File: config.mk
export PLATFORM = sky130hd
export DESIGN_NAME = fetch_stage_flat
export DESIGN_NICKNAME = d
export VERILOG_FILES = /design/src/rtl/pipe_pkg.sv /design/src/rtl/fetch_stage_if.sv /design/src/rtl/fetch_btb.sv /design/src/rtl/fetch_stage.sv /design/src/flat_wrapper.sv
export SDC_FILE = /design/constraint.sdc
export NUM_CORES = 1
export LEC_CHECK = 0
export CAP_MARGIN = 20
export CORE_ASPECT_RATIO = 1.5
export CORE_MARGIN = 4
export CORE_UTILIZATION = 23
export DETAILED_ROUTE_END_ITERATION = 8
export MAX_ROUTING_LAYER = met4
export PLACE_DENSITY = 0.76
export SYNTH_ARGS = -nofsm -noshare
export SYNTH_HDL_FRONTEND = slang
export SYNTH_SLANG_ARGS = --single-unit
File: constraint.sdc
create_clock -name clk -period 1.5 [get_ports clk]
set_input_delay 0.45 -clock clk [delete_from_list [all_inputs] [get_ports clk]]
set_output_delay 0.45 -clock clk [all_outputs]
set_load 0.03 [all_outputs]
File: src/rtl/pipe_pkg.sv
// Shared pipeline definitions: NOP encoding, 2-bit branch counter states, BTB entry layout.
// Used by fetch_stage and fetch_btb; the BTB itself exists only when FETCH_BTB_EN is defined.
package pipe_pkg;

  localparam logic [31:0] NOP = 32'h2000_0000;  // addi r0,r0,0

  // Entry fields are sized for the widest PC; narrower PCs zero-extend into them.
  localparam int BTB_FIELD_W = 32;

  typedef enum logic [1:0] {
    CTR_SNT = 2'b00,
    CTR_WNT = 2'b01,
    CTR_WT  = 2'b10,
    CTR_ST  = 2'b11
  } ctr_t;

  typedef struct packed {
    logic                   valid;
    logic [BTB_FIELD_W-1:0] tag;
    logic [BTB_FIELD_W-1:0] target;
    ctr_t                   ctr;
  } btb_entry_t;

  function automatic ctr_t ctr_step(input ctr_t c, input logic taken);
    ctr_t r;
    r = c;
    if (taken) begin
      if (c != CTR_ST) r = ctr_t'(c + 2'd1);
    end else begin
      if (c != CTR_SNT) r = ctr_t'(c - 2'd1);
    end
    return r;
  endfunction

endpackage

File: src/rtl/fetch_stage_if.sv
// Signals between the fetch stage and its surroundings (EX feedback, hazard stalls,
// instruction memory and the F->D register). master = fetch stage, slave = environment.
interface fetch_stage_if #(
  parameter int XLEN    = 32,
  parameter int PC_BITS = 12
);
  logic               stall_D;
  logic               MEM_stall;
  logic               EX_taken;
  logic [PC_BITS-1:0] EX_redirect_pc;
  logic               EX_br_valid;
  logic [PC_BITS-1:0] EX_br_pc;
  logic               EX_br_taken;
  logic [PC_BITS-1:0] EX_br_target;
  logic [PC_BITS-1:0] imem_addr;
  logic [XLEN-1:0]    imem_rdata;
  logic [PC_BITS-1:0] F_pc;
  logic [XLEN-1:0]    F_inst;
  logic               F_BP_taken;
  logic [PC_BITS-1:0] F_BP_target_pc;
  logic [XLEN-1:0]    F_link_addr;

  modport master (
    input  stall_D, MEM_stall, EX_taken, EX_redirect_pc,
    input  EX_br_valid, EX_br_pc, EX_br_taken, EX_br_target,
    output imem_addr,
    input  imem_rdata,
    output F_pc, F_inst, F_BP_taken, F_BP_target_pc, F_link_addr
  );

  modport slave (
    output stall_D, MEM_stall, EX_taken, EX_redirect_pc,
    output EX_br_valid, EX_br_pc, EX_br_taken, EX_br_target,
    input  imem_addr,
    output imem_rdata,
    input  F_pc, F_inst, F_BP_taken, F_BP_target_pc, F_link_addr
  );
endinterface

File: src/rtl/fetch_btb.sv
// Direct-mapped branch target buffer with 2-bit saturating counters.
// Combinational lookup; clocked update that is read-before-write against the lookup.
module fetch_btb
  import pipe_pkg::*;
#(
  parameter int PC_BITS     = 12,
  parameter int BTB_ENTRIES = 16
) (
  input  logic               clk,
  input  logic               rst,
  input  logic [PC_BITS-1:0] lookup_pc,
  output logic               pred_taken,
  output logic [PC_BITS-1:0] pred_target,
  input  logic               upd_en,
  input  logic [PC_BITS-1:0] upd_pc,
  input  logic               upd_taken,
  input  logic [PC_BITS-1:0] upd_target
);
  localparam int IDX   = $clog2(BTB_ENTRIES);
  localparam int TAG_W = PC_BITS - IDX - 2;

  logic [IDX-1:0]   lk_idx, up_idx;
  logic [TAG_W-1:0] lk_tag, up_tag;
  btb_entry_t       entry_q [BTB_ENTRIES];
  btb_entry_t       lk_e, up_e;
  logic             lk_hit, up_hit;
  logic             unused_bits;

  assign lk_idx = lookup_pc[IDX+1:2];
  assign lk_tag = lookup_pc[PC_BITS-1:IDX+2];
  assign up_idx = upd_pc[IDX+1:2];
  assign up_tag = upd_pc[PC_BITS-1:IDX+2];

  assign lk_e   = entry_q[lk_idx];
  assign up_e   = entry_q[up_idx];
  assign lk_hit = lk_e.valid && (lk_e.tag == BTB_FIELD_W'(lk_tag));
  assign up_hit = up_e.valid && (up_e.tag == BTB_FIELD_W'(up_tag));

  assign pred_taken  = lk_hit && lk_e.ctr[1];
  assign pred_target = lk_e.target[PC_BITS-1:0];

  assign unused_bits = ^{lk_e.target[BTB_FIELD_W-1:PC_BITS], up_e.target, up_e.ctr, upd_pc[1:0]};

  genvar gi;
  generate
    for (gi = 0; gi < BTB_ENTRIES; gi++) begin : g_entry
      btb_entry_t entry_reg;

      // Only valid is reset; other fields are ignored until an allocation sets valid.
      always_ff @(posedge clk) begin
        if (rst) begin
          entry_reg.valid <= 1'b0;
        end else if (upd_en && (up_idx == IDX'(gi))) begin
          if (up_hit) begin
            entry_reg.ctr <= ctr_step(entry_reg.ctr, upd_taken);
            if (upd_taken) entry_reg.target <= BTB_FIELD_W'(upd_target);
          end else if (upd_taken) begin
            entry_reg.valid  <= 1'b1;
            entry_reg.tag    <= BTB_FIELD_W'(up_tag);
            entry_reg.target <= BTB_FIELD_W'(upd_target);
            entry_reg.ctr    <= CTR_WT;
          end
        end
      end

      assign entry_q[gi] = entry_reg;
    end
  endgenerate

endmodule

File: src/rtl/fetch_stage.sv
// Instruction fetch stage: PC register, async imem address, optional BTB prediction
// (enabled by defining FETCH_BTB_EN) and EX mispredict redirect; outputs feed f_to_d_reg.
module fetch_stage
  import pipe_pkg::*;
#(
  parameter int                 XLEN        = 32,
  parameter int                 PC_BITS     = 12,
  parameter logic [PC_BITS-1:0] RESET_PC    = '0,
  parameter int                 BTB_ENTRIES = 16
) (
  input logic           clk,
  input logic           rst,
  fetch_stage_if.master bus
);
  logic [PC_BITS-1:0] pc_reg;
  logic [PC_BITS-1:0] pc_next;
  logic [PC_BITS-1:0] pc_plus4;
  logic               pred_taken;
  logic [PC_BITS-1:0] pred_target;
  logic               flush;

  assign flush    = bus.EX_taken;
  assign pc_plus4 = pc_reg + PC_BITS'(4);

`ifdef FETCH_BTB_EN
  fetch_btb #(
    .PC_BITS     (PC_BITS),
    .BTB_ENTRIES (BTB_ENTRIES)
  ) u_btb (
    .clk         (clk),
    .rst         (rst),
    .lookup_pc   (pc_reg),
    .pred_taken  (pred_taken),
    .pred_target (pred_target),
    .upd_en      (bus.EX_br_valid && !bus.MEM_stall),
    .upd_pc      (bus.EX_br_pc),
    .upd_taken   (bus.EX_br_taken),
    .upd_target  (bus.EX_br_target)
  );
`else
  logic unused_br;
  assign unused_br   = ^{bus.EX_br_valid, bus.EX_br_pc, bus.EX_br_taken, bus.EX_br_target};
  assign pred_taken  = 1'b0;
  assign pred_target = '0;
`endif

  // A memory stall freezes everything, even a pending redirect, until it drops.
  always_comb begin
    pc_next = pc_plus4;
    if (bus.MEM_stall)     pc_next = pc_reg;
    else if (flush)        pc_next = bus.EX_redirect_pc;
    else if (bus.stall_D)  pc_next = pc_reg;
    else if (pred_taken)   pc_next = pred_target;
  end

  always_ff @(posedge clk) begin
    if (rst) pc_reg <= RESET_PC;
    else     pc_reg <= pc_next;
  end

  assign bus.imem_addr      = pc_reg;
  assign bus.F_pc           = pc_reg;
  assign bus.F_inst         = flush ? XLEN'(NOP) : bus.imem_rdata;
  assign bus.F_BP_taken     = pred_taken && !flush;
  assign bus.F_BP_target_pc = (pred_taken && !flush) ? pred_target : '0;
  assign bus.F_link_addr    = XLEN'(pc_reg) + XLEN'(4);

endmodule

File: src/flat_wrapper.sv
// flat-port wrapper written by rule: the top's interface ports become plain ports
module fetch_stage_flat import pipe_pkg::*;
#(
  parameter int                 XLEN        = 32,
  parameter int                 PC_BITS     = 12,
  parameter logic [PC_BITS-1:0] RESET_PC    = '0,
  parameter int                 BTB_ENTRIES = 16
)
  (clk, rst, bus_stall_D, bus_MEM_stall, bus_EX_taken, bus_EX_redirect_pc, bus_EX_br_valid, bus_EX_br_pc, bus_EX_br_taken, bus_EX_br_target, bus_imem_addr, bus_imem_rdata, bus_F_pc, bus_F_inst, bus_F_BP_taken, bus_F_BP_target_pc, bus_F_link_addr);
  fetch_stage_if #(.XLEN(XLEN), .PC_BITS(PC_BITS)) bus_i ();
  input logic clk;
  input logic rst;
  input wire logic [$bits(bus_i.stall_D)-1:0] bus_stall_D;
  input wire logic [$bits(bus_i.MEM_stall)-1:0] bus_MEM_stall;
  input wire logic [$bits(bus_i.EX_taken)-1:0] bus_EX_taken;
  input wire logic [$bits(bus_i.EX_redirect_pc)-1:0] bus_EX_redirect_pc;
  input wire logic [$bits(bus_i.EX_br_valid)-1:0] bus_EX_br_valid;
  input wire logic [$bits(bus_i.EX_br_pc)-1:0] bus_EX_br_pc;
  input wire logic [$bits(bus_i.EX_br_taken)-1:0] bus_EX_br_taken;
  input wire logic [$bits(bus_i.EX_br_target)-1:0] bus_EX_br_target;
  output wire logic [$bits(bus_i.imem_addr)-1:0] bus_imem_addr;
  input wire logic [$bits(bus_i.imem_rdata)-1:0] bus_imem_rdata;
  output wire logic [$bits(bus_i.F_pc)-1:0] bus_F_pc;
  output wire logic [$bits(bus_i.F_inst)-1:0] bus_F_inst;
  output wire logic [$bits(bus_i.F_BP_taken)-1:0] bus_F_BP_taken;
  output wire logic [$bits(bus_i.F_BP_target_pc)-1:0] bus_F_BP_target_pc;
  output wire logic [$bits(bus_i.F_link_addr)-1:0] bus_F_link_addr;
  assign bus_i.stall_D = bus_stall_D;
  assign bus_i.MEM_stall = bus_MEM_stall;
  assign bus_i.EX_taken = bus_EX_taken;
  assign bus_i.EX_redirect_pc = bus_EX_redirect_pc;
  assign bus_i.EX_br_valid = bus_EX_br_valid;
  assign bus_i.EX_br_pc = bus_EX_br_pc;
  assign bus_i.EX_br_taken = bus_EX_br_taken;
  assign bus_i.EX_br_target = bus_EX_br_target;
  assign bus_imem_addr = bus_i.imem_addr;
  assign bus_i.imem_rdata = bus_imem_rdata;
  assign bus_F_pc = bus_i.F_pc;
  assign bus_F_inst = bus_i.F_inst;
  assign bus_F_BP_taken = bus_i.F_BP_taken;
  assign bus_F_BP_target_pc = bus_i.F_BP_target_pc;
  assign bus_F_link_addr = bus_i.F_link_addr;
  fetch_stage #(.XLEN(XLEN), .PC_BITS(PC_BITS), .RESET_PC(RESET_PC), .BTB_ENTRIES(BTB_ENTRIES)) u_core (.clk(clk), .rst(rst), .bus(bus_i));
endmodule
==> results, run 1 <==
- The number of antenna violations at the first check in global routing is 0.
- The weighted congestion reported at the end of routability-driven placement is ~0.8.
- For this run, the top clock speed supported by timing is 0.5195 GHz.
- The Yosys warning count is 0.
- Setup repair after global routing could not meet its margin everywhere.
- Entering global routing, the biggest net connects 12 pins.
- The tree is rooted in a sky130_fd_sc_hd__clkbuf_8.
- The largest total area in the synthesized netlist belongs to sky130_fd_sc_hd__buf_4.
- On the final layout, the worst clock skew is ~0.0024 ns.
- The detailed router's first-iteration violation count is between 100 and 150.
- The post-synthesis sequential area ratio is 0.1796.
- In the finished design, the share of the clock period the worst path needs comes to 1.283.
- The post-layout net count is 393.
- The fraction of synthesized area in multiplexers is 0.02245.
- Across the run, the number of max-cap violations was 0.
- TritonCTS built the clock tree.
- The number of different library cells used by synthesis comes to 40.
- STA classifies the critical path endpoint as an output pin.
- The flow ran to the end, but the final reports show violations.
- Summing all placed instances gives a cell area of 2574 sq um.
- The largest fanout of any net on the critical path is 3.
- The floorplan has 33 rows.
- The final-report setup violation count is 11.
- The area fraction of the dominant cell type after synthesis is 0.2582.
- The layout overhead on the synthesized area is 126.0%.
- The standard cell core area is 5574 sq um.
- Of all flip-flops after synthesis, the portion carrying an async set or reset was 0.
- STA classifies the critical path startpoint as a flip-flop.
- The pre-CTS setup slack is -0.4586 ns.
- The clock transition at the register clock pins on the worst setup and hold paths after CTS is about 0.050 ns.
- The first global-routing pass estimated roughly 8 mm of wire.
- The summed instance area of the synthesized netlist is ~1300 sq um.
- In the layout the commonest cells are 77 x sky130_fd_sc_hd__buf_4, 33 x sky130_fd_sc_hd__dlygate4sd2_1, 32 x sky130_fd_sc_hd__conb_1.
- Buffers placed on the I/O ports in this run total 117.
- The compound-cell area share of the yosys netlist is 0.1169.
- The total number of vias is approximately 1600.
- The total routing usage reported by global routing is 0.1505.
- After detailed routing, the total wire length is between 5 and 6 mm.
- The checks that failed: negative setup slack.
- The library cell used most frequently in the layout, excluding fill and tap cells, is sky130_fd_sc_hd__buf_4.
- The number of primary I/O pins is 176.
- The remaining global-route overflow is 0.
- The via density per instance is ~4.3.
- The clock sink count is 12.
- Once routing completed, OpenROAD measured the worst setup slack at -0.4248 ns.
- In the final layout, the share of cells above drive strength 1 is 0.5443.
- The chip width is 70.27 microns.
- Yosys attributes the largest share of cell area to sky130_fd_sc_hd__buf_4 26%, sky130_fd_sc_hd__dfxtp_1 18%, sky130_fd_sc_hd__nor2b_1 14%, sky130_fd_sc_hd__xnor2_2 2.4%, sky130_fd_sc_hd__a21oi_1 2.2%.
- The number of instances in the synthesized netlist is about 170.
- The number of enable-type register cells in the synthesized netlist is 0.
- The adder and majority cell fraction of the synthesized area is 0.009355.
- The predominant post-synthesis flop cell is sky130_fd_sc_hd__dfxtp_1.
- The number of flip-flops in the largest register is 12.
- The number of global-route vias before repair is 1765.
- The height of the die is 101.4 microns.
- The count of nets left with antenna violations once routing finished came out at 0.
- For the worst setup path, the data arrival time is 1.47 ns.
- The initial standard-cell utilization of the core is 0.2400.
- The number of register bits inferred by synthesis is 12.
- Power spread over the standard cell area amounts to around 530 nW/um^2.
- The total leakage power is ~1.5 nW.
- The type of the setup path with the least slack is flip-flop to output pin.
- Of the total synthesized cell area, the portion taken by XOR and XNOR cells is 0.05706.
- With fillers left out, the area of the finished cells amounts to ~3000 sq um.
- After synthesis, the largest family of logic cells by area is simple AND/OR/NAND/NOR gates.
- The area fraction in and, or, nand and nor cells after synthesis is 0.3124.
- The number of clock buffers inserted by TritonCTS is 3.
- The worst endpoint required time is approximately 1.1 ns.
- The longest clock path from root to sink contains 2 buffers.
- The die covers 7125 sq um.
- The final hold slack is 0.5558 ns.
- The mean instance size in the synthesized netlist is slightly below 8 sq um.
- The wire length per cell after detailed routing is ~14 microns.
- The tightest min-delay check is of the flip-flop to flip-flop type.
- The wire-length estimate of the detail-placed layout is about 4.4 mm.
- Before antenna repair, the detailed router went through 4 iterations.
- The minimum clock period after layout is between 1.5 and 2 ns.
- The number of DRC violations after detailed routing is 0.
- The hold violation count in the final report is 0.
- The total count of max-transition violations in the final report came to 0.
- The worst vdd rail ir drop is roughly 330 uV.
- The repair_antennas step left the layout with diodes totalling 0.
- The insertion delay to the later sink of the worst-skew pair is between 0.2 and 0.25 ns.
- CTS built an H-tree with a depth of 1.
==> cell usage after synthesis, types with 2 or more instances <==
| master | instances |
|---|---|
| sky130_fd_sc_hd__nand4_1 | 3 |
| sky130_fd_sc_hd__inv_1 | 2 |
| sky130_fd_sc_hd__nor2_1 | 6 |
| sky130_fd_sc_hd__o21ai_0 | 3 |
| sky130_fd_sc_hd__mux2i_1 | 3 |
| sky130_fd_sc_hd__xnor2_2 | 2 |
| sky130_fd_sc_hd__xnor2_1 | 2 |
| sky130_fd_sc_hd__nor2b_1 | 31 |
| sky130_fd_sc_hd__a21oi_1 | 6 |
| sky130_fd_sc_hd__nor4_1 | 2 |
| sky130_fd_sc_hd__or2_1 | 2 |
| sky130_fd_sc_hd__clkbuf_1 | 4 |
| sky130_fd_sc_hd__buf_6 | 2 |
| sky130_fd_sc_hd__buf_2 | 2 |
| sky130_fd_sc_hd__o2bb2ai_1 | 2 |
| sky130_fd_sc_hd__dfxtp_1 | 12 |
| sky130_fd_sc_hd__xor2_1 | 3 |
| sky130_fd_sc_hd__buf_4 | 46 |
| sky130_fd_sc_hd__nand2b_1 | 4 |
| sky130_fd_sc_hd__nor3_1 | 2 |
| sky130_fd_sc_hd__a22oi_1 | 4 |
| sky130_fd_sc_hd__o211ai_1 | 2 |
| sky130_fd_sc_hd__nand2_1 | 6 |
| sky130_fd_sc_hd__nand3_1 | 5 |
==> final cells by class <==
cell class | instances | area, sq um
flip-flops and latches | 12 | 271.5
repair buffers | 163 | 1528
multi-input cells | 135 | 1084
fillers | 487 | 2551
clock buffers | 4 | 45.04
well taps | 70 | 87.58
inverters | 2 | 7.507
==> report_power, final <==
part	leakage, nW	internal [W]	switching (W)	total [W]
sequential	0.104	0.000332	0.0000198	0.000352
clock	0.0228	0.000187	0.000112	0.000299
combinational	1.36	0.000434	0.000529	0.000963
total	1.49	0.000953	0.000661	0.00161
==> metal layers <==
metal | routed length, microns | vias up | GRT usage
met5 | 0 | - | -
li1 | - | 784 | -
met4 | 78 | 0 | 0.04572
met2 | 3141 | 124 | 0.3059
met1 | 1680 | 730 | 0.1327
met3 | 602 | 6 | 0.03674
==> critical path: stages, from the launching register on <==
cell,delay (ns)
sky130_fd_sc_hd__dfxtp_4,0.35
sky130_fd_sc_hd__nand4_1,0.20
sky130_fd_sc_hd__o31a_1,0.31
sky130_fd_sc_hd__or2_4,0.24
sky130_fd_sc_hd__buf_12,0.14
==> through the flow <==
step,power [W],cells,utilization,setup TNS (ns)
6_report,0.001614,386,0.5423,-2.825
5_1_grt,0.001699,386,0.5423,-3.368
4_1_cts,0.001601,383,0.5237,-2.678
3_5_place_dp,0.001226,371,0.4617,-10.67
3_3_place_gp,0.001218,371,0.4617,-10.16
2_1_floorplan,0.0009157,203,-,-5.575
==> logic make-up (layout without fill, tap and decap cells) <==
family          Yosys count  count (layout)
xor+xnor                  7               7
fa+ha+maj                 1               1
buf+inv                  56             169
mux                       3               3
other cells               1              32
simple gates             70              70
compound gates           22              22
flops                    12              12
==> path summary, 6_finish.rpt <==
kind                               to                from  slack (ns)  cells past startpoint
setup / recovery  bus_F_link_addr[11]  u_core.bus.F_pc[4]       -0.42                      4
hold / removal     u_core.bus.F_pc[1]  u_core.bus.F_pc[1]        0.56                      2
setup reg to reg   u_core.bus.F_pc[7]  u_core.bus.F_pc[4]       -0.08                      9
hold reg to reg    u_core.bus.F_pc[1]  u_core.bus.F_pc[1]        0.56                      2
==> repair_timing <==
item | CTS | global route
hold buffers | 0 | 0
pin swaps | 12 | 14
cloned | 1 | 0
resized for setup | 98 | 19
buffers inserted | 7 | 5
setup endpoints to repair | 52 | 20
Note: power is estimated with default switching activity, not from simulation.
==> run 2: changes to the inputs <==
==> constraint.sdc (replaced) <==
create_clock -name clk -period 1.5 [get_ports clk]
set_input_delay 0.225 -clock clk [delete_from_list [all_inputs] [get_ports clk]]
set_output_delay 0.225 -clock clk [all_outputs]
set_load 0.03 [all_outputs]
==> run 2 against run 1 <==
  * The flow still finishes with violations (negative setup slack)
  * Final cell count increased by 0.52%
  * Critical path type unchanged
  * Worst hold slack got worse by 0.066 ns
  * Critical endpoint is now bus_F_link_addr[9]
  * Register-to-register slack got worse by 0.13 ns
  * Non-clock buffer count increased by 2
  * Largest power group unchanged
  * First-iteration DRC count decreased by 12%
  * Largest cell class unchanged
  * Power decreased by 4.4%
==> results, run 2 (same netlist as run 1, synthesis figures left out) <==
- The power dissipated by switching net loads is 0.0006327 W (-4.3%).
- The setup slack of the critical path after layout came to -0.3222 ns (+0.1026 ns).
- The standard cell core area is 5574 sq um (unchanged).
- The global-route wire length before repair is 7.403 mm (-9.9%).
- The library cell appearing most often on the critical path is sky130_fd_sc_hd__buf_6.
- The remaining global-route overflow is 0 (unchanged).
- Setup repair after global routing could not meet its margin everywhere.
- The portion of total power attributed to combinational logic is 0.584 (-0.013).
- The initial standard-cell utilization of the core was 0.2400 (unchanged).
- The achievable clock frequency came to 0.5488 GHz (+5.6%).
- The routed wire length is 5.412 mm (-1.6%).
- The worst clock skew is 0.002563 ns (+0.0001768 ns).
- The post-layout net count is 395 (+0.51%).
- The critical path buffer and inverter count is 2 (+1).
- The number of global-route vias before repair was 1520 (-14%).
- The power density normalized to cell area is 540.8 nW/um^2 (+1.3%).
- The most frequent standard cell in the layout excluding fill and tap cells is sky130_fd_sc_hd__buf_4.
- The placed wire-length estimate after detailed placement came to 4.088 mm (-7.1%).
- The portion of total power attributed to the clock network came to 0.190 (+0.005).
- The cell at the root of the clock tree is sky130_fd_sc_hd__clkbuf_8.
- The clock sink count is 12 (unchanged).
- The instance count on the critical path is 5 (+1).
- The detailed router's first-iteration violation count is 91 (-12%).
- The total chip power came to 0.001542 W (-4.4%).
- The critical path is of the flip-flop to output pin type.
- TritonCTS built the clock tree.
- The number of primary I/O pins is 176 (unchanged).
- The largest fanout of any net on the critical path is 3 (unchanged).
- The height of the die was 101.4 microns (unchanged).
- The number of buffers between clock root and the deepest sink came to 2 (unchanged).
- The total routing usage reported by global routing is 0.1372 (-0.01327).
- The hold violation count in the final report came to 0 (unchanged).
- The switching part of the total is 0.4103 (+0.0008127).
- The ratio of cells with drive above 1 in the final layout was 0.4088 (-0.1355).
- The worst endpoint required time was 1.27 ns (+0.22 ns).
- The wire length per cell after detailed routing is 13.95 microns (-2.1%).
- The worst vdd rail ir drop came to 258.5 uV (-22%).
- The register-to-register path setup slack was -0.21 ns (-0.13 ns).
- The total leakage power is 1.375 nW (-7.5%).
- The accumulated negative setup slack is -2.181 ns (+0.6443 ns).
- The antenna diode instance count is 0 (unchanged).
- The classification of the worst-slack hold path is input port to flip-flop.
- The chip width was 70.27 microns (unchanged).
- The total count of max-transition violations in the final report was 0 (unchanged).
- The number of DRC violations after detailed routing is 0 (unchanged).
- The insertion delay to the later sink of the worst-skew pair is 0.24 ns (about the same).
- The number of flip-flops in the largest register is 12 (unchanged).
- The destination of the worst register-to-register timing path is u_core.bus.F_pc[10].
- The checks that failed: negative setup slack.
- The number of clock buffers inserted by TritonCTS is 3 (unchanged).
- The count of nets left with antenna violations after detail routing is 0 (unchanged).
- The area after detailed placement is 2500 sq um (-2.9%).
- The endpoint type of the worst setup path is an output pin.
- The worst-case reg-to-reg path depth is 8 (-1).
- The signal arrival time at the worst endpoint came to 1.60 ns (+0.13 ns).
- The critical-path cell with the highest stage delay is sky130_fd_sc_hd__dfxtp_4.
- The first-pass iteration count of the detailed router was 4 (unchanged).
- The number of levels in the clock H-tree came to 1 (unchanged).
- The final-report setup violation count is 14 (+3).
- The cell family contributing the most delay on the critical path is simple AND/OR/NAND/NOR gates.
- The clock transition at the register clock pins on the worst setup and hold paths after CTS is 0.05 ns (about the same).
- The flow ran to the end, but the final reports show violations.
- The area growth from synthesis to layout is 113.2%.
- The full die area is 7125 sq um (unchanged).
- The number of antenna violations at the first check in global routing was 0 (unchanged).
- The ratio of final minimum period to clock period is 1.215 (-0.06841).
- The final cell area excluding filler cells is 2851 sq um (-5.7%).
- The number of buffers added on ports came to 117 (unchanged).
- The maximum number of pins on one net before global-route repair was 50 (+38).
- The minimum clock period after layout is 1.822 ns (-0.1026 ns).
- The cell-internal power is 0.0009093 W (-4.6%).
- The launch instance of the worst register-to-register path is u_core.bus.F_pc[4].
- The total number of vias is 1651 (+0.43%).
- Leaving out fill and tap cells, the most frequent cells in the layout are 69 x sky130_fd_sc_hd__buf_4, 47 x sky130_fd_sc_hd__clkdlybuf4s50_1, 32 x sky130_fd_sc_hd__conb_1.
- The number of rows created at floorplan was 33 (unchanged).
- Tracing the worst setup path back leads to its startpoint at u_core.bus.F_pc[4].
- The count of max-cap constraint violations came to 0 (unchanged).
- STA classifies the critical path startpoint as a flip-flop.
- Walking the worst path, the cells encountered are buf_6 -> and4_4 -> nand4_1 -> xnor2_4 -> buf_6.
- The share of power burned in registers is 0.226 (+0.008).
- The destination of the critical timing path is bus_F_link_addr[9].
- The delay of the slowest critical-path stage came to 0.35 ns (about the same).
- The via density per instance is 4.255 (about the same).
- The weighted congestion reported at the end of routability-driven placement is 0.7682 (-4.2%).
run 2: metal layers:
| metal | track usage | up-vias | part of all wire |
|---|---|---|---|
| met5 | - | - | 0 |
| met4 | 0.06490 | 0 | 0.019 |
| met3 | 0.01887 | 8 | 0.085 |
| met2 | 0.2828 | 114 | 0.58 |
| met1 | 0.1172 | 745 | 0.32 |
| li1 | - | 784 | - |
run 2: worst register-to-register path, cell delays in order, from the launching register on:
cell and delay (ns):
sky130_fd_sc_hd__dfxtp_4 0.35, sky130_fd_sc_hd__buf_6 0.09, sky130_fd_sc_hd__and4_4 0.24, sky130_fd_sc_hd__nand4_1 0.22, sky130_fd_sc_hd__xnor2_4 0.21, sky130_fd_sc_hd__buf_4 0.13
sky130_fd_sc_hd__buf_4 0.12, sky130_fd_sc_hd__buf_4 0.12, sky130_fd_sc_hd__o2bb2ai_2 0.10
run 2: final cells by class:
cell class | instances | area, sq um
Fill cell | 479 | 2723
Timing Repair Buffer | 165 | 1483
Multi-Input combinational cell | 135 | 964.7
Sequential cell | 12 | 264.0
Tap cell | 70 | 87.58
Clock buffer | 4 | 45.04
Inverter | 2 | 7.507
run 2: worst min-delay path by stage:
stage	from	cells after the start	slack, ns	endpoint
final	bus_EX_taken	4	0.49	u_core.bus.F_pc[2]
after global routing	bus_EX_taken	4	0.52	u_core.bus.F_pc[2]
after CTS	bus_EX_taken	4	0.49	u_core.bus.F_pc[2]
after detailed placement	u_core.bus.F_pc[1]	2	0.54	u_core.bus.F_pc[1]
after global placement	u_core.bus.F_pc[1]	2	0.53	u_core.bus.F_pc[1]
after floorplan	rst	1	0.34	u_core.bus.F_pc[8]
run 2: stage by stage:
step                worst slack (ns)  std cells  hold slack, ns    util
floorplan                    0.01612        203          0.3385       -
global placement             -0.2983        359          0.5252  0.4485
detailed placement           -0.3090        359          0.5426  0.4485
CTS                          -0.2514        376          0.4893  0.4860
global route                 -0.3547        388          0.5202  0.5116
finish                       -0.3222        388          0.4902  0.5116
run 2: power groups by stage:
stage          Sequential (W)  Combinational (W)  Clock [W]
5_1_grt              0.000350           0.000946   0.000320
6_report             0.000348           0.000901   0.000293
3_5_place_dp         0.000352           0.000842          0
4_1_cts              0.000347           0.000862   0.000302
3_3_place_gp         0.000351           0.000837          0
2_1_floorplan        0.000406           0.000508          0
run 2: what timing repair did:
action,CTS,global route
hold buffers,0,0
endpoints found under the setup margin,39,12
resized for setup,58,24
setup buffers,13,14
pin swaps,8,10
endpoints found under the hold margin,0,0
==> RTL edit 1 (settings of run 2) <==
`XLEN` is set to 32 in 3 places; all go to 16.
--- a/src/rtl/fetch_stage_if.sv
+++ b/src/rtl/fetch_stage_if.sv
@@ -3,3 +3,3 @@
 interface fetch_stage_if #(
-  parameter int XLEN    = 32,
+  parameter int XLEN    = 16,
   parameter int PC_BITS = 12
--- a/src/rtl/fetch_stage.sv
+++ b/src/rtl/fetch_stage.sv
@@ -5,3 +5,3 @@
 #(
-  parameter int                 XLEN        = 32,
+  parameter int                 XLEN        = 16,
   parameter int                 PC_BITS     = 12,
--- a/src/flat_wrapper.sv
+++ b/src/flat_wrapper.sv
@@ -3,3 +3,3 @@
 #(
-  parameter int                 XLEN        = 32,
+  parameter int                 XLEN        = 16,
   parameter int                 PC_BITS     = 12,
Interface: changed (resized bus_F_inst, bus_F_link_addr and bus_imem_rdata); port bits go from 176 to 128. No check against the original RTL was run, so the function may have changed too.
==> RTL edit 1 against run 2 <==
  * Critical path type unchanged
  * Sequential cell count did not move
  * Power is 11% lower
  * The run still ends with setup timing left
  * Area after synthesis decreased by 19%
  * Routed wire length shrank 19%
  * Worst setup slack gained 0.15 ns
  * Hold slack gained 0.052 ns
  * Largest cell class unchanged
  * Combinational power fell by 23%
  * Maximum frequency rose by 8.8%
  * Register-to-register slack better by 0.18 ns
  * Cell area is 15% lower
==> RTL edit 1: results (changes against run 2) <==
stage	metric	value	unit	change
run_status	status	finished, violations left		unchanged
run_status	violations	setup timing		unchanged
global_route	grt_pass1_vias	1458		was 1520
logic_synthesis	ys_warn_count	0		unchanged
finish	final_cells	318		was 388
global_route	grt_start_max_net_pins	15		was 50
cts	clk_path_buf_depth	2		unchanged
power_and_ir_drop	seq_power_share	25.8	%	was 22.6%
critical_path	r2r-start	u_core.bus.F_pc[4]		unchanged
critical_path	path_max_fanout	5		was 3
sta	setup_tns	-0.9268	ns	was -2.181 ns
route	dr.first_iter.drc_count	40		was 91
critical_path	crit_type	flop to output pin		unchanged
placement	placed_cells	288		was 359
logic_synthesis	synth_area_leaders	dfxtp_1, buf_4, nor2b_1, xnor2_1, a21oi_1		was buf_4, dfxtp_1, nor2b_1, xnor2_2, a21oi_1
power_and_ir_drop	p_sw_share	38.98	%	was 41.03%
power_and_ir_drop	comb_power	0.691	mW	was 0.901 mW
global_route	antenna_found_initial	0		unchanged
finish	largest_reg_flops	12		unchanged
sta	clock-skew-final	0.003619	ns	was 0.002563 ns
placement	pre_cts_slack	-0.1443	ns	was -0.3090 ns
cts	path_clk_slew	0.06	ns	
cts	htree_num_levels	1		unchanged
logic_synthesis	seq_area_frac_synth	22.25	%	was 17.96%
global_route	grt_usage	15.01	%	was 13.72%
finish	nFillCells	404		was 479
power_and_ir_drop	power	1.373	mW	was 1.542 mW
power_and_ir_drop	p_leak	1.153	nW	was 1.375 nW
placement	dpl-instance-area	2056	um^2	was 2500 um^2
route	drt-vias-per-instance	4.346		was 4.255
critical_path	crit_family	buffers and inverters		was simple AND/OR/NAND/NOR gates
route	postRouteWirelength	4404	um	was 5412 um
logic_synthesis	yosysUniqueCellTypes	39		was 40
placement	hpwl	3130	um	was 4088 um
logic_synthesis	synth.top_cells.by_count	buf_4, nor2b_1, dfxtp_1		unchanged
sta	setup_viol	9		was 14
finish	layout-drive-gt1-share	42.52	%	was 40.88%
critical_path	slowest_stage	dfxtp_4		unchanged
placement	gp_congestion	0.8140		was 0.7682
finish	antenna_cells	0		unchanged
logic_synthesis	synth_flop_cell	dfxtp_1		unchanged
cts	insertion_delay	0.25	ns	
placement	portBuffers	85		was 117
global_route	grt_pass1_wl	6762	um	was 7403 um
critical_path	max_stage_delay	0.35	ns	about the same
route	first_pass_iters	4		unchanged
worst_hold_path	hold_class	flop to flop		was input pin to flop
cts	clockRootBuffer	clkbuf_8		unchanged
cts	numCtsBuffers	3		unchanged
logic_synthesis	synth-async-reset-ratio	0	%	unchanged
sta	finalWorstSetupSlack	-0.1754	ns	was -0.3222 ns
logic_synthesis	synthCells	138		was 172
worst_hold_path	hp-start	u_core.bus.F_pc[1]		was bus_EX_taken
power_and_ir_drop	vdd_drop_max	0.2679	mV	was 0.2585 mV
-- RTL edit 1: cell type report --
| type | count | area [um^2] | area share (%) |
|---|---|---|---|
| flip-flops and latches | 12 | 274.0 | 11.24 |
| well taps | 64 | 80.08 | 3.285 |
| multi-input cells | 103 | 813.3 | 33.37 |
| repair buffers | 133 | 1217 | 49.95 |
| clock buffers | 4 | 45.04 | 1.848 |
| inverters | 2 | 7.507 | 0.3080 |
-- RTL edit 1: routing by layer --
metal	global-route usage (%)	share of wire, %	vias to the layer above
met5	-	0	-
li1	-	-	659
met2	28.65	54	76
met4	8.108	3.4	0
met1	13.96	36	634
met3	2.083	6.9	13
-- RTL edit 1: final timing paths --
kind	endpoint	slack, ns	cells after the start
worst max-delay path	bus_F_link_addr[7]	-0.18	6
worst min-delay path	u_core.bus.F_pc[1]	0.54	2
worst min register to register	u_core.bus.F_pc[1]	0.54	2
worst max register to register	u_core.bus.F_pc[7]	-0.03	8
-- RTL edit 1: logic make-up (layout without fill, tap and decap cells) --
| family | after synthesis | in the layout | synth area share, % |
|---|---|---|---|
| flops | 12 | 12 | 22.25 |
| mux | 3 | 3 | 2.781 |
| compound gates | 22 | 22 | 14.49 |
| other cells | 1 | 16 | 0.3473 |
| simple gates | 54 | 54 | 28.62 |
| xor+xnor | 7 | 7 | 5.678 |
| fa+ha+maj | 1 | 1 | 1.159 |
| buf+inv | 38 | 139 | 24.68 |
-- RTL edit 1: repair_timing --
| action | 4_1_cts | 5_1_grt |
|---|---|---|
| gates resized for setup | 64 | 3 |
| setup endpoints to repair | 50 | 11 |
| buffers inserted | 18 | 8 |
| hold buffers | 0 | 0 |
| pin swaps | 16 | 7 |
==> RTL edit 2 (flow settings as in run 2) <==
Without the edit above. Reset style: asynchronous (`rst`), changed in one clocked block.
--- a/src/rtl/fetch_stage.sv
+++ b/src/rtl/fetch_stage.sv
@@ -55,3 +55,3 @@
 
-  always_ff @(posedge clk) begin
+  always_ff @(posedge clk or posedge rst) begin
     if (rst) pc_reg <= RESET_PC;
Behaviour: differs if rst is asserted again (counterexample within 4 cycles, from zero or initial values and one cycle with rst high); with rst held inactive, the same outputs for 10 cycles.
==> RTL edit 2 against run 2 <==
  * The run still ends with setup timing left
  * Power rose by 63%
  * Count of clock-buffer cells in the layout is the same
  * Final cell count down 2.1%
  * Routed wire length is 8.6% lower
  * Cell area down 1.9%
  * Hold slack got worse by 0.18 ns
  * Worst setup slack improved by 0.12 ns
  * Area after synthesis grew 2.7%
  * Sequential cell count unchanged
  * Critical endpoint is now bus_F_link_addr[10]
  * Largest cell class unchanged
==> RTL edit 2: results (changes against run 2) <==
stage	metric	value	unit	change
run_status	status	finished, violations left		unchanged
run_status	violations	setup timing		unchanged
worst_hold_path	hold_class	input pin to async pin		was input pin to flop
cts	clockRootBuffer	clkbuf_8		unchanged
placement	placed_cells	362		was 359
critical_path	crit_end	bus_F_link_addr[10]		was bus_F_link_addr[9]
route	route.vias.total	1588		was 1651
logic_synthesis	ys_warn_count	0		unchanged
critical_path	r2r_cells	6		was 8
placement	gp_congestion	0.7797		was 0.7682
route	wl_met3	383	um	was 458 um
sta	setup_viol	9		was 14
global_route	grt_use_met2	25.73	%	was 28.28%
finish	layout-drive-gt1-share	39.61	%	was 40.88%
sta	finalWorstSetupSlack	-0.2062	ns	was -0.3222 ns
route	wl_per_cell	13.02	um	was 13.95 um
global_route	grt_pass1_wl	7224	um	was 7403 um
finish	nets	385		was 395
placement	portBuffers	117		unchanged
critical_path	path_max_fanout	4		was 3
cts	post_cts_buffers	14		was 13
placement	hpwl	3965	um	was 4088 um
logic_synthesis	netlist.area_leader.share	25.14	%	was 25.82%
cts	numCtsBuffers	3		unchanged
global_route	met1_usage	11.80	%	was 11.72%
sta	clock-skew-final	0.001897	ns	was 0.002563 ns
global_route	grt_use_met3	1.561	%	was 1.887%
logic_synthesis	synth_area_leaders	buf_4, dfrtp_1, nor2b_1, xnor2_1, nand2_1		was buf_4, dfxtp_1, nor2b_1, xnor2_2, a21oi_1
power_and_ir_drop	vdd_drop_max	0.3195	mV	was 0.2585 mV
logic_synthesis	synth_flop_cell	dfrtp_1		was dfxtp_1
critical_path	r2r_slack	0.06	ns	was -0.21 ns
cts	post_cts_resized	49		was 58
global_route	grt_start_max_net_pins	16		was 50
route	dr.first_iter.drc_count	80		was 91
power_and_ir_drop	p_leak	1.306	nW	was 1.375 nW
route	route.met2.wl	2885	um	was 3137 um
route	wl_met1	1581	um	was 1713 um
sta	setup_tns	-1.057	ns	was -2.181 ns
critical_path	cp-startpoint	u_core.bus.F_pc[2]		was u_core.bus.F_pc[4]
logic_synthesis	seq_area_frac_synth	21.86	%	was 17.96%
logic_synthesis	synth-async-reset-ratio	100.0	%	was 0%
logic_synthesis	yosysUniqueCellTypes	36		was 40
global_route	grt_pass1_vias	1541		was 1520
finish	final_cells	380		was 388
global_route	grt_usage	12.60	%	was 13.72%
placement	dpl-instance-area	2575	um^2	was 2500 um^2
logic_synthesis	synth.top_cells.by_count	buf_4, nor2b_1, dfrtp_1		was buf_4, nor2b_1, dfxtp_1
critical_path	worstReg2RegEnd	u_core.bus.F_pc[10]		unchanged
placement	pre_cts_slack	-0.2804	ns	was -0.3090 ns
RTL edit 2: logic make-up (layout without fill, tap and decap cells):
logic type / count (synthesis) / in the layout / share of synthesized area, %
other: 1 / 32 / 0.2730
XOR/XNOR: 8 / 8 / 5.100
multiplexers: 5 / 5 / 3.825
AO/OA/AOI/OAI: 23 / 23 / 10.84
buffers and inverters: 58 / 163 / 28.78
flip-flops: 12 / 12 / 21.86
adder cells (fa/ha/maj): 1 / 1 / 0.9106
AND/OR/NAND/NOR: 64 / 64 / 28.42
RTL edit 2: worst min-delay path by stage:
stage | start | end | slack [ns] | depth (start not counted)
after detailed placement | u_core.bus.F_pc[1] | u_core.bus.F_pc[1] | 0.55 | 1
after global placement | u_core.bus.F_pc[1] | u_core.bus.F_pc[1] | 0.54 | 1
after global routing | rst | u_core.bus.F_pc[11] | 0.36 | 2
after floorplan | rst | u_core.bus.F_pc[0] | 0.09 | 1
after CTS | rst | u_core.bus.F_pc[0] | 0.33 | 2
final | rst | u_core.bus.F_pc[0] | 0.31 | 2
RTL edit 2: final cells by class:
type,instances,area [um^2]
inverter,5,18.77
fill,541,2989
sequential,12,311.5
multi-input combinational,133,963.4
tap,72,90.09
timing repair buffer,154,1358
clock buffer,4,55.05
RTL edit 2: worst max-delay path, stage by stage, from the launching register on:
cell and delay [ns]:
dfrtp_2 0.40, ha_4 0.15, nand3_4 0.12, nor3_4 0.24, xor2_4 0.19, buf_12 0.13
RTL edit 2: power breakdown:
part / switching (mW) / internal [mW] / leakage [nW] / total, mW
clock: 0.141 / 0.233 / 0.0288 / 0.374
sequential: 0.0880 / 0.389 / 0.130 / 0.477
combinational: 0.969 / 0.687 / 1.15 / 1.66
